**src/rtl/led_pkg.sv**
```systemverilog
// Shared types, opcode constants and lookup helpers for the LED strip engine.
package led_pkg;

  typedef enum logic [1:0] {
    MODE_OFF   = 2'd0,
    MODE_SOLID = 2'd1,
    MODE_CHASE = 2'd2,
    MODE_BLINK = 2'd3
  } mode_e;

  localparam logic [3:0] OP_OFF   = 4'b0000;
  localparam logic [3:0] OP_SOLID = 4'b0001;
  localparam logic [3:0] OP_CHASE = 4'b0010;
  localparam logic [3:0] OP_BLINK = 4'b0011;
  localparam logic [3:0] OP_BR_UP = 4'b0100;
  localparam logic [3:0] OP_BR_DN = 4'b0101;
  localparam logic [3:0] OP_PAUSE = 4'b0110;
  localparam logic [3:0] OP_DIR   = 4'b0111;
  localparam logic       OP_COLOR = 1'b1;

  // Perceptual gains per brightness level, 6 bits each, level 0 in the low slot.
  localparam logic [47:0] GAMMA_TBL = {6'd32, 6'd21, 6'd14, 6'd9, 6'd6, 6'd4, 6'd2, 6'd1};

  function automatic logic [2:0] color_lut(input logic [2:0] code);
    logic [2:0] mask;
    case (code)
      3'd0:    mask = 3'b000;
      3'd1:    mask = 3'b100;
      3'd2:    mask = 3'b010;
      3'd3:    mask = 3'b001;
      3'd4:    mask = 3'b110;
      3'd5:    mask = 3'b011;
      3'd6:    mask = 3'b101;
      default: mask = 3'b111;
    endcase
    return mask;
  endfunction

endpackage

```
**src/rtl/led_step_timer.sv**
```systemverilog
// Animation step divider: counts 0..TICK_DIV-1, pulses on the last count, holds while paused.
module led_step_timer
  import led_pkg::*;
#(
  parameter int TICK_DIV = 4
) (
  input  logic clk,
  input  logic rst_n,
  input  logic hold_i,
  input  logic clr_i,
  output logic step_pulse_o
);

  localparam int CNT_W = (TICK_DIV > 1) ? $clog2(TICK_DIV) : 1;
  localparam logic [CNT_W-1:0] CNT_LAST = CNT_W'(TICK_DIV - 1);

  logic [CNT_W-1:0] cnt_q, cnt_d;

  assign step_pulse_o = !hold_i && (cnt_q == CNT_LAST);

  always_comb begin
    if (clr_i) begin
      cnt_d = {CNT_W{1'b0}};
    end else if (hold_i) begin
      cnt_d = cnt_q;
    end else if (step_pulse_o) begin
      cnt_d = {CNT_W{1'b0}};
    end else begin
      cnt_d = cnt_q + CNT_W'(1);
    end
  end

  always_ff @(posedge clk or negedge rst_n) begin
    if (!rst_n) begin
      cnt_q <= {CNT_W{1'b0}};
    end else begin
      cnt_q <= cnt_d;
    end
  end

endmodule

```
**src/rtl/led_strip_engine.sv**
```systemverilog
// LED strip pattern engine (OFF/SOLID/CHASE/BLINK) with registered RGB strip output.
// Define GAMMA_EN to replace linear brightness scaling with a perceptual gain table.
module led_strip_engine
  import led_pkg::*;
#(
  parameter int NUM_LEDS = 10,
  parameter int COLOR_W  = 8,
  parameter int TICK_DIV = 4
) (
  input  logic                            clk,
  input  logic                            rst_n,
  input  logic [3:0]                      op_code,
  input  logic                            op_valid,
  output logic [NUM_LEDS*3*COLOR_W-1:0]   strip,
  output logic [2:0]                      brightness,
  output logic [1:0]                      mode,
  output logic                            step_pulse
);

  localparam int PIX_W = 3 * COLOR_W;
  localparam int POS_W = $clog2(NUM_LEDS);
  localparam logic [POS_W-1:0] POS_LAST = POS_W'(NUM_LEDS - 1);
`ifdef GAMMA_EN
  localparam int PROD_W = COLOR_W + 6;
`else
  localparam int PROD_W = COLOR_W + 4;
`endif

  mode_e                      mode_q, mode_d;
  logic [2:0]                 color_q, color_d;
  logic [2:0]                 bright_q, bright_d;
  logic [POS_W-1:0]           pos_q, pos_d;
  logic                       dir_q, dir_d;
  logic                       paused_q, paused_d;
  logic                       blink_q, blink_d;
  logic [NUM_LEDS*PIX_W-1:0]  strip_q, strip_d;
  logic                       mode_set_s;
  logic                       step_s;
  logic [2:0]                 rgb_mask_s;
  logic [PROD_W-1:0]          prod_s;
  logic [COLOR_W-1:0]         chan_s;
  logic [PIX_W-1:0]           pix_s;

  assign mode_set_s = op_valid && (op_code[3:2] == 2'b00);

  led_step_timer #(.TICK_DIV(TICK_DIV)) u_timer (
    .clk          (clk),
    .rst_n        (rst_n),
    .hold_i       (paused_q),
    .clr_i        (mode_set_s),
    .step_pulse_o (step_s)
  );

  // A mode write restarts the animation; otherwise a step advances it using the updated direction.
  always_comb begin
    mode_d   = mode_q;
    color_d  = color_q;
    bright_d = bright_q;
    pos_d    = pos_q;
    dir_d    = dir_q;
    paused_d = paused_q;
    blink_d  = blink_q;
    if (op_valid) begin
      if (op_code[3] == OP_COLOR) begin
        color_d = op_code[2:0];
      end else begin
        case (op_code)
          OP_OFF, OP_SOLID, OP_CHASE, OP_BLINK: begin
            mode_d  = mode_e'(op_code[1:0]);
            blink_d = 1'b1;
            pos_d   = dir_q ? POS_LAST : {POS_W{1'b0}};
          end
          OP_BR_UP: bright_d = (bright_q == 3'd7) ? 3'd7 : bright_q + 3'd1;
          OP_BR_DN: bright_d = (bright_q == 3'd0) ? 3'd0 : bright_q - 3'd1;
          OP_PAUSE: paused_d = !paused_q;
          OP_DIR:   dir_d    = !dir_q;
          default:  paused_d = paused_q;
        endcase
      end
    end else begin
      color_d = color_q;
    end
    if (step_s && !mode_set_s) begin
      case (mode_q)
        MODE_CHASE: begin
          if (dir_d) begin
            pos_d = (pos_q == {POS_W{1'b0}}) ? POS_LAST : pos_q - POS_W'(1);
          end else begin
            pos_d = (pos_q == POS_LAST) ? {POS_W{1'b0}} : pos_q + POS_W'(1);
          end
        end
        MODE_BLINK: blink_d = !blink_q;
        default:    blink_d = blink_q;
      endcase
    end else begin
      blink_d = blink_d;
    end
  end

  always_comb begin
    rgb_mask_s = color_lut(color_q);
`ifdef GAMMA_EN
    prod_s = PROD_W'({COLOR_W{1'b1}}) * PROD_W'(GAMMA_TBL[int'(bright_q)*6 +: 6]);
    chan_s = COLOR_W'(prod_s >> 5);
`else
    prod_s = PROD_W'({COLOR_W{1'b1}}) * (PROD_W'(bright_q) + PROD_W'(1));
    chan_s = COLOR_W'(prod_s >> 3);
`endif
    pix_s = {rgb_mask_s[2] ? chan_s : {COLOR_W{1'b0}},
             rgb_mask_s[1] ? chan_s : {COLOR_W{1'b0}},
             rgb_mask_s[0] ? chan_s : {COLOR_W{1'b0}}};
  end

  always_comb begin
    strip_d = {(NUM_LEDS*PIX_W){1'b0}};
    for (int i = 0; i < NUM_LEDS; i++) begin
      case (mode_q)
        MODE_SOLID: strip_d[i*PIX_W +: PIX_W] = pix_s;
        MODE_CHASE: strip_d[i*PIX_W +: PIX_W] = (pos_q == POS_W'(i)) ? pix_s : {PIX_W{1'b0}};
        MODE_BLINK: strip_d[i*PIX_W +: PIX_W] = blink_q ? pix_s : {PIX_W{1'b0}};
        default:    strip_d[i*PIX_W +: PIX_W] = {PIX_W{1'b0}};
      endcase
    end
  end

  always_ff @(posedge clk or negedge rst_n) begin
    if (!rst_n) begin
      mode_q   <= MODE_OFF;
      color_q  <= 3'd7;
      bright_q <= 3'd7;
      pos_q    <= {POS_W{1'b0}};
      dir_q    <= 1'b0;
      paused_q <= 1'b0;
      blink_q  <= 1'b1;
      strip_q  <= {(NUM_LEDS*PIX_W){1'b0}};
    end else begin
      mode_q   <= mode_d;
      color_q  <= color_d;
      bright_q <= bright_d;
      pos_q    <= pos_d;
      dir_q    <= dir_d;
      paused_q <= paused_d;
      blink_q  <= blink_d;
      strip_q  <= strip_d;
    end
  end

  assign strip      = strip_q;
  assign brightness = bright_q;
  assign mode       = mode_q;
  assign step_pulse = step_s;

endmodule
```
**config.mk**
```make
export PLATFORM = sky130hd
export DESIGN_NAME = led_strip_engine
export DESIGN_NICKNAME = d
export VERILOG_FILES = /design/src/rtl/led_pkg.sv /design/src/rtl/led_step_timer.sv /design/src/rtl/led_strip_engine.sv
export SDC_FILE = /design/constraint.sdc
export NUM_CORES = 1
export LEC_CHECK = 0
export BUFFER_PORTS_ARGS = -buffer_cell sky130_fd_sc_hd__buf_2
export CORE_MARGIN = 5
export CORE_UTILIZATION = 35
export CTS_BUF_LIST = sky130_fd_sc_hd__clkbuf_4 sky130_fd_sc_hd__clkbuf_8
export DETAILED_ROUTE_END_ITERATION = 6
export SLEW_MARGIN = 20
export SYNTH_ARGS = -nofsm -noshare
export SYNTH_HDL_FRONTEND = slang
export SYNTH_HIERARCHICAL = 1
export SYNTH_SLANG_ARGS = --single-unit
```
**constraint.sdc**
```tcl
create_clock -name clk -period 4.1 [get_ports clk]
set_input_delay 0 -clock clk [delete_from_list [all_inputs] [get_ports clk]]
set_output_delay 0 -clock clk [all_outputs]
set_load 0.01 [all_outputs]
```
==> results_dict.tcl, run 1 <==
set metrics [dict create \
    cts_sinks 257 \
    pre_cts_ws_ns -0.0242 \
    worstPathCellList "ha_4 -> inv_2 -> ha_4 -> inv_2 -> fa_1 -> inv_2 -> fa_1 -> inv_2 -> fa_2 -> a21o_1 -> a21oi_2 -> o221ai_2 -> xnor2_2 -> buf_4 -> clkbuf_16 -> nor3_1" \
    finalCritPeriodShare 0.968 \
    initial_core_util 0.354 \
    track_usage 0.186 \
    grt_pass1_wl_um 41100 \
    die_w_um 169 \
    critPathRequiredTime_ns 4.45 \
    setup_viol_count_final 0 \
    drtIter0Drc 338 \
    yosysMostFrequentCell "dfrtp_1" \
    hpwl_um 18100 \
    ys_ff_latch 257 \
    critPathArrivalTime_ns 4.32 \
    netlist_area_mm2 0.00889 \
    first_pass_iters 4 \
    outcome "finished, final reports clean" \
    io_pins 253 \
    wirelength_um 26900 \
    fmax_mhz 252 \
    maxCapViolCount 0 \
    grt_pass1_vias 6667 \
    synth_area_leader_cell "dfrtp_1" \
    critical_path_class "flop to flop" \
    p_comb_frac 0.557 \
    grt_start_max_net_pins 133 \
    cp-start-kind "flop" \
    gp_congestion 0.855 \
    synth_edf_count 0 \
    fp-row-count 58 \
    syn_to_final_growth_pct 33.3 \
    finalHoldViolCount 0 \
    tns_ns 0 \
    via_count 6416 \
    numCtsBuffers 41 \
    crit_family "adder cells" \
    slowest_delay_ns 0.59 \
    netSwitchingFraction 0.454 \
    p_leak_nw 6.52 \
    critPathBufInv 6 \
    viasPerCell 4.60 \
    worst_pin_slew_ns 0.998 \
    yosysWarnings 6 \
    internal-power_mw 6.75 \
    synth_cells 735 \
    path_max_fanout 7 \
    wl_per_cell_um 19.3 \
    nets 1072 \
    antenna_found_initial 0 \
    remaining_drc_errors 0 \
    clockRootBuffer "clkbuf_8" \
    ir_worst_vdd_uv 893 \
    clock_latency_ns 0.52 \
    fillers 2274 \
    clkTransAtPathRegs_ns 0.06 \
    htree_levels 2 \
    die_h_um 169 \
    synth_common_cells "250 x dfrtp_1, 223 x nor2_1, 39 x nand2_1" \
    drive_gt1_frac 0.377 \
    synthDistinctLibCells 50 \
    end_kind "flop" \
    layout_min_cycle_time_ns 3.97 \
    switching_power_mw 5.61 \
    syn_area_per_cell_um2 12.1 \
    cts_tree "built" \
    grt_overflow 0 \
    ys_top_cells_by_area "dfrtp_1 70%, nor2_1 9.4%, ha_1 2.7%, dfstp_2 2.1%, nor3_1 1.8%" \
    crit_top_cell "inv_2" \
    ff2ff_setup_slack_ns 0.13 \
    synth.top_cell.area_share 0.703 \
    power_density_mw_per_mm2 1040 \
    synth_ff_type "dfrtp_1" \
    drv_slew 0 \
    min_path_type "primary input to asynchronous set/reset pin" \
    pwr-share-seq 0.268 \
    yosysSeqAreaShare 0.724 \
    pwr-share-clk 0.175 \
    clock_skew_ns 0.0163 \
    dieArea_mm2 0.0287 \
    async_flop_share 1.00 \
    core_area_mm2 0.0251 \
    synth_nets 767 \
    antenna_cells 0 \
    slew_headroom 0.334 \
    clk_path_buf_depth 3 \
    ant_nets 0 \
    critPathSlowestCell "dfstp_2" \
    final.setup.worst_slack_ns 0.132 \
    io_buffers 252 \
]
[state kept, by name (all words and copies together) (netlist names)]
signal         cells
strip            240
pos_q              4
brightness         3
color_q            3
mode               2
u_timer/cnt_q      2
blink_q            1
dir_q              1
paused_q           1
[kinds of logic after synthesis]
group,Yosys count,share of synthesized area
xor gates and xnor gates,13,0.0128
and+or+nand+nor,322,0.152
adders and majority gates,25,0.0402
buffers and inverters,60,0.0264
DFF,257,0.724
AOI/OAI and AO/OA,53,0.0383
muxes,5,0.00591
[power by group through the flow]
stage                     Sequential [mW]  Combinational [mW]  Clock (mW)
after floorplan                      3.50                3.17           0
after global placement               3.35                5.88           0
after detailed placement             3.36                5.99           0
after CTS                            3.31                6.55        2.21
after global routing                 3.36                7.48        2.34
final                                3.32                6.88        2.16
[layout make-up]
type,instances,area (um2),share of cell area
clock buffer,60,782,0.0660
clock inverter,8,45.0,0.00380
sequential,257,6440,0.543
tap,330,413,0.0348
multi-input combinational,418,2370,0.200
inverter,24,90.1,0.00760
timing repair buffer,298,1720,0.145
[per-layer routing]
layer	vias to the layer above	part of all wire	GRT usage
met1	3198	0.41	0.246
met5	-	0	0
met2	218	0.49	0.308
met3	54	0.059	0.0354
li1	2946	-	-
met4	0	0.035	0.0641
[placed cells by master, fill, tap and decap left out, types with 4 or more instances in the layout]
master         netlist  layout
buf_2                2     251
dfrtp_1            250     250
nor2_1             223     223
clkbuf_8             0      53
nand2_1             39      37
nor3_1              32      30
buf_4                0      30
inv_1               22      16
ha_1                19      15
dlygate4sd3_1        0      11
o21ai_0              9       8
inv_2                1       7
a21oi_2              0       7
dfstp_2              7       7
clkbuf_4             0       7
xnor2_1              7       6
xor2_1               6       6
a21oi_1             13       6
clkinv_2             0       6
nand3_1              5       5
nand2b_1             4       4
fa_1                 6       4
ha_4                 0       4
[timing repair]
action                                 4_1_cts  5_1_grt
pin swaps                                    3        7
setup endpoints to repair                   38       99
setup buffers                                4        3
hold buffers                                11        0
gates cloned                                 2        1
gates resized for setup                      3       15
endpoints found under the hold margin      137        0
[path summary, 6_finish.rpt]
check	startpoint	endpoint	cells after the start
setup / recovery	brightness[0]$_DFFE_PN1P_	strip[183]$_DFF_PN0_	16
hold / removal	rst_n	strip[176]$_DFF_PN0_	2
setup reg to reg	brightness[0]$_DFFE_PN1P_	strip[183]$_DFF_PN0_	16
hold reg to reg	color_q[0]$_DFFE_PN1P_	color_q[0]$_DFFE_PN1P_	2
max in group asynchronous	rst_n	strip[164]$_DFF_PN0_	3
min in group clk	op_code[1]	mode[1]$_DFFE_PN0P_	4
[stage by stage]
step | total power [mW] | cells | cell area, um2 | util | hold WS [ns]
floorplan | 6.67 | 735 | 8910 | - | -0.296
global placement | 9.23 | 1306 | 10700 | 0.427 | 0.186
detailed placement | 9.35 | 1306 | 10700 | 0.427 | 0.194
CTS | 12.1 | 1391 | 11700 | 0.468 | 0.214
global route | 13.2 | 1395 | 11900 | 0.472 | 0.292
finish | 12.4 | 1395 | 11900 | 0.472 | 0.185
No activity file was read; power rests on OpenSTA's default activity.
==> inputs of run 2 (changes only) <==
clock period = 4.6 ns   (was 4.1 ns; I/O delays follow)
==> run 2 against run 1 <==
  * Utilization down 1.0 points
  * Via count down 0.87%
  * Design area down 2.1%
  * Count of clock-buffer cells in the layout up 5
  * Non-clock buffer count down 21
  * Critical path depth down 2
  * Critical endpoint is now strip[157]$_DFF_PN0_
  * Clock skew up 0.0054 ns
  * Global-route usage down 0.30 points
  * Final cell count down 1.3%
  * Fmax down 8.0%
  * Sequential share of layout area up 1.2 points
==> results_dict.tcl, run 2 (synthesis gave the netlist of run 1 again) <==
set metrics [dict create \
    antenna_found_initial 0 \
    cts_sinks 257 \
    slew_headroom 0.299 \
    gp_congestion 0.806 \
    fmax_mhz 232 \
    p_leak_nw 6.42 \
    finalHoldViolCount 0 \
    hpwl_um 17700 \
    io_pins 253 \
    via_count 6360 \
    syn_to_final_growth_pct 30.5 \
    setup_viol_count_final 0 \
    worstReg2RegEnd "strip[157]$_DFF_PN0_" \
    nets 1051 \
    critPathArrivalTime_ns 4.76 \
    path_max_fanout 10 \
    finalCritPeriodShare 0.938 \
    clkTransAtPathRegs_ns 0.06 \
    drtIter0Drc 426 \
    clockRootBuffer "clkbuf_8" \
    seqCellArea_mm2 0.00644 \
    drv_slew 0 \
    cts_tree "built" \
    die_w_um 169 \
    fillers 2384 \
    cp-start-kind "flop" \
    layout_common_cells "251 x buf_2, 250 x dfrtp_1, 223 x nor2_1" \
    largest_register_ffs 240 \
    grt_overflow 0 \
    grt_setup_unrepaired "yes" \
    numCtsBuffers 41 \
    outcome "finished, final reports clean" \
    postCtsResizedCells 0 \
    grt_pass1_wl_um 40100 \
    core_area_mm2 0.0251 \
    worst_pin_slew_ns 1.05 \
    die_h_um 169 \
    grt_start_max_net_pins 106 \
    dieArea_mm2 0.0287 \
    remaining_drc_errors 0 \
    viasPerCell 4.62 \
    layout_min_cycle_time_ns 4.31 \
    maxCapViolCount 0 \
    critPathLaunch "brightness[0]$_DFFE_PN1P_" \
    drive_gt1_frac 0.351 \
    io_buffers 252 \
    cp-endpoint "strip[157]$_DFF_PN0_" \
    min_path_type "primary input to asynchronous set/reset pin" \
    clock_latency_ns 0.53 \
    final.setup.worst_slack_ns 0.287 \
    post_cts_buffers 0 \
    multiInputGateArea_mm2 0.00230 \
    tns_ns 0 \
    fp-row-count 58 \
    clk_path_buf_depth 3 \
    first_pass_iters 4 \
    wirelength_um 26300 \
    ir_worst_vdd_uv 770 \
    critPathRequiredTime_ns 5.05 \
    final_common_cell "buf_2" \
    clock_skew_ns 0.0217 \
    grt_pass1_vias 6443 \
    track_usage 0.183 \
    antenna_cells 0 \
    r2r_start "brightness[0]$_DFFE_PN1P_" \
    ff2ff_setup_slack_ns 0.29 \
    pre_cts_ws_ns 0.284 \
    wl_per_cell_um 19.1 \
    htree_levels 2 \
    end_kind "flop" \
    initial_core_util 0.354 \
    holdWs_ns 0.112 \
    reg2regPathDepth 14 \
    critical_path_class "flop to flop" \
    power_density_mw_per_mm2 859 \
    ant_nets 0 \
]
[run 2: cell count changes in the layout (fill, tap and decap cells not counted), sizes merged]
cell,previous run,this run
buf,285,268
clkbuf,61,65
clkinv,7,5
dlygate4sd3,11,9
bufbuf,1,0
clkinvlp,2,1
inv,23,24
[run 2: report_power, final]
part / switching [mW] / internal (mW) / total (mW)
clock network: 0.869 / 1.13 / 2.00
logic: 3.61 / 1.40 / 5.01
registers: 0.183 / 2.77 / 2.96
[run 2: area by class of cell]
type                            count  share of cell area
Sequential cell                   257               0.555
Multi-Input combinational cell    418               0.198
Timing Repair Buffer              277               0.130
Clock buffer                       65              0.0706
Tap cell                          330              0.0356
Inverter                           24             0.00776
Clock inverter                      6             0.00313
[run 2: worst min path at each step]
stage           from                   end  slack (ns)  depth (start not counted)
2_1_floorplan  rst_n       dir_q$_DFF_PN0_       -0.30                          0
3_3_place_gp   rst_n  strip[230]$_DFF_PN0_        0.08                          1
4_1_cts        rst_n  strip[110]$_DFF_PN0_        0.11                          2
5_1_grt        rst_n  strip[208]$_DFF_PN0_        0.16                          2
6_report       rst_n  strip[230]$_DFF_PN0_        0.11                          2
3_5_place_dp   rst_n  strip[230]$_DFF_PN0_        0.09                          1
[run 2: critical path: stages (launching register included)]
cell and delay [ns]:
dfstp_2 0.65, ha_1 0.20, inv_1 0.06, ha_1 0.31, inv_1 0.11, fa_1 0.59
inv_1 0.10, fa_1 0.49, inv_1 0.07, fa_1 0.40, a21o_1 0.20, a21oi_1 0.22
xnor2_1 0.19, nand2_1 0.41, nor2_1 0.24
[run 2: per-stage QoR]
| stage | power (mW) | util | instance area [um2] | std cells |
|---|---|---|---|---|
| finish | 9.97 | 0.462 | 11600 | 1377 |
| global placement | 7.94 | 0.424 | 10600 | 1297 |
| global route | 10.7 | 0.462 | 11600 | 1377 |
| CTS | 10.1 | 0.462 | 11600 | 1377 |
| detailed placement | 8.03 | 0.424 | 10700 | 1297 |
| floorplan | 5.86 | - | 8890 | 735 |
[run 2: repair_timing]
| item | in CTS | in global routing |
|---|---|---|
| endpoints found under the hold margin | 107 | 0 |
| hold buffers | 9 | 0 |
| setup endpoints to repair | 0 | 2 |
[run 2: layer usage]
layer	global-route usage	up-vias	wire length [um]
met5	0	-	0
met4	0.0777	0	1110
met3	0.0382	58	1620
met2	0.305	227	13000
met1	0.233	3164	10600
li1	-	2911	-
==> inputs of run 3 (changes only) <==
CORE_UTILIZATION = 58   (was 35)
PLACE_DENSITY = 0.88   (was default)
==> run 3 against run 2 <==
  * Utilization rose by 29 points
  * Fmax fell by 0.61%
  * Combinational power fell by 2%
  * Die area fell by 38%
  * Non-clock buffer count fell by 3
  * Clock skew fell by 0.0041 ns
  * Via count rose by 5.5%
  * Critical endpoint is now strip[127]$_DFF_PN0_
  * Largest cell class unchanged
==> results_dict.tcl, run 3 (synthesis gave the netlist of run 1 again) <==
set metrics [dict create \
    outcome "finished, final reports clean" \
    pre_cts_ws_ns 0.289 \
    critical_path_class "flop to flop" \
    numCtsBuffers 39 \
    drive_gt1_frac 0.346 \
    clockRootBuffer "clkbuf_8" \
    wl_per_cell_um 20.4 \
    drtIter0Drc 432 \
    power_density_mw_per_mm2 868 \
    slew_headroom 0.331 \
    cp-endpoint "strip[127]$_DFF_PN0_" \
    first_pass_iters 5 \
    viasPerCell 5.46 \
    finalHoldViolCount 0 \
    final.setup.worst_slack_ns 0.260 \
    nets 1046 \
    final_area_mm2 0.0114 \
    grt_start_max_net_pins 159 \
    min_path_type "primary input to asynchronous set/reset pin" \
    finalCritPeriodShare 0.943 \
    dieArea_mm2 0.0179 \
    path_max_fanout 30 \
    gp_congestion 0.884 \
    worst_pin_slew_ns 0.996 \
    grt_pass1_vias 6947 \
    grt_overflow 0 \
    fmax_mhz 230 \
    reg2regPathDepth 15 \
    via_count 6712 \
    htree_levels 2 \
    tns_ns 0 \
    r2r_start "brightness[0]$_DFFE_PN1P_" \
    hpwl_um 16600 \
    critPathArrivalTime_ns 4.76 \
    fp-row-count 45 \
    layout_min_cycle_time_ns 4.34 \
    final_common_cell "buf_2" \
    placedInstanceArea_mm2 0.0104 \
    p_leak_nw 6.41 \
    die_h_um 134 \
    core_area_mm2 0.0151 \
    ff2ff_setup_slack_ns 0.26 \
    maxCapViolCount 0 \
    largest_register_ffs 240 \
    io_pins 253 \
    die_w_um 134 \
    critPathLaunch "brightness[0]$_DFFE_PN1P_" \
    clkTransAtPathRegs_ns 0.06 \
    track_usage 0.281 \
    io_buffers 252 \
    cts_tree "built" \
    clk_path_buf_depth 3 \
    remaining_drc_errors 0 \
    wirelength_um 25100 \
    grt_setup_unrepaired "no" \
    syn_to_final_growth_pct 28.3 \
    layout_common_cells "251 x buf_2, 250 x dfrtp_1, 223 x nor2_1" \
    ir_worst_vdd_uv 809 \
    post_cts_buffers 0 \
    cp-start-kind "flop" \
    antenna_found_initial 0 \
    clock_skew_ns 0.0175 \
    cts_sinks 257 \
    drv_slew 0 \
    ant_nets 0 \
    critPathRequiredTime_ns 5.02 \
    clock_latency_ns 0.53 \
    setup_viol_count_final 0 \
    antenna_cells 0 \
    worstReg2RegEnd "strip[127]$_DFF_PN0_" \
    end_kind "flop" \
    initial_core_util 0.587 \
    grt_pass1_wl_um 38600 \
]
[run 3: cell types whose count changed in the layout (fill, tap and decap cells not counted)]
| cell | delta |
|---|---|
| a31oi_4 | -1 |
| a31oi_2 | +1 |
| clkbuf_4 | -1 |
| clkbuf_8 | -3 |
| dlygate4sd3_1 | +1 |
| a21oi_4 | +1 |
| a21oi_2 | -1 |
| buf_4 | -4 |
| bufinv_16 | +2 |
[run 3: report_power, final]
group	internal, mW	switching [mW]
logic	1.34	3.57
registers	2.77	0.190
clock network	1.18	0.848
total	5.30	4.61
[run 3: critical path, cell delays in order, from the launching register on]
cell and delay [ns]:
dfstp_2 0.65, ha_1 0.20, inv_1 0.06, ha_1 0.32, inv_1 0.11, fa_1 0.59
inv_1 0.11, fa_1 0.49, inv_1 0.06, fa_1 0.41, a21o_1 0.21, a21oi_1 0.21
o221ai_1 0.19, xnor2_2 0.19, buf_12 0.18, nor3_1 0.25
[run 3: layer usage]
| metal | track usage | part of all wire | vias to the layer above |
|---|---|---|---|
| met1 | 0.348 | 0.38 | 3385 |
| met2 | 0.467 | 0.50 | 336 |
| li1 | - | - | 2901 |
| met3 | 0.0608 | 0.069 | 90 |
| met5 | 0 | 0 | - |
| met4 | 0.153 | 0.056 | 0 |
[run 3: area by class of cell]
cell class,instances,area [um2]
inverter,24,90.1
clock inverter,8,96.3
tap,188,235
fill,941,3730
multi-input combinational,418,2300
timing repair buffer,274,1490
clock buffer,61,771
sequential,257,6440
[run 3: worst min-delay path by stage]
stage	to	slack (ns)	cells past startpoint
after floorplan	dir_q$_DFF_PN0_	-0.30	0
after global placement	pos_q[0]$_DFF_PN0_	0.06	1
after detailed placement	pos_q[0]$_DFF_PN0_	0.07	1
after CTS	strip[207]$_DFF_PN0_	0.10	2
after global routing	mode[1]$_DFFE_PN0P_	0.16	2
final	pos_q[0]$_DFF_PN0_	0.08	2
[run 3: repair_timing]
action / CTS / global route
endpoints found under the hold margin: 110 / 0
resized for setup: 0 / 0
hold buffers: 10 / 0
[run 3: metrics by stage]
step                 util  cells  total power [mW]  hold WS (ns)
floorplan               -    735              5.86        -0.296
global placement    0.688   1151              7.53        0.0636
finish              0.754   1230              9.91        0.0806
detailed placement  0.690   1151              7.77        0.0732
global route        0.754   1230              10.5         0.160
CTS                 0.753   1230              9.85         0.103
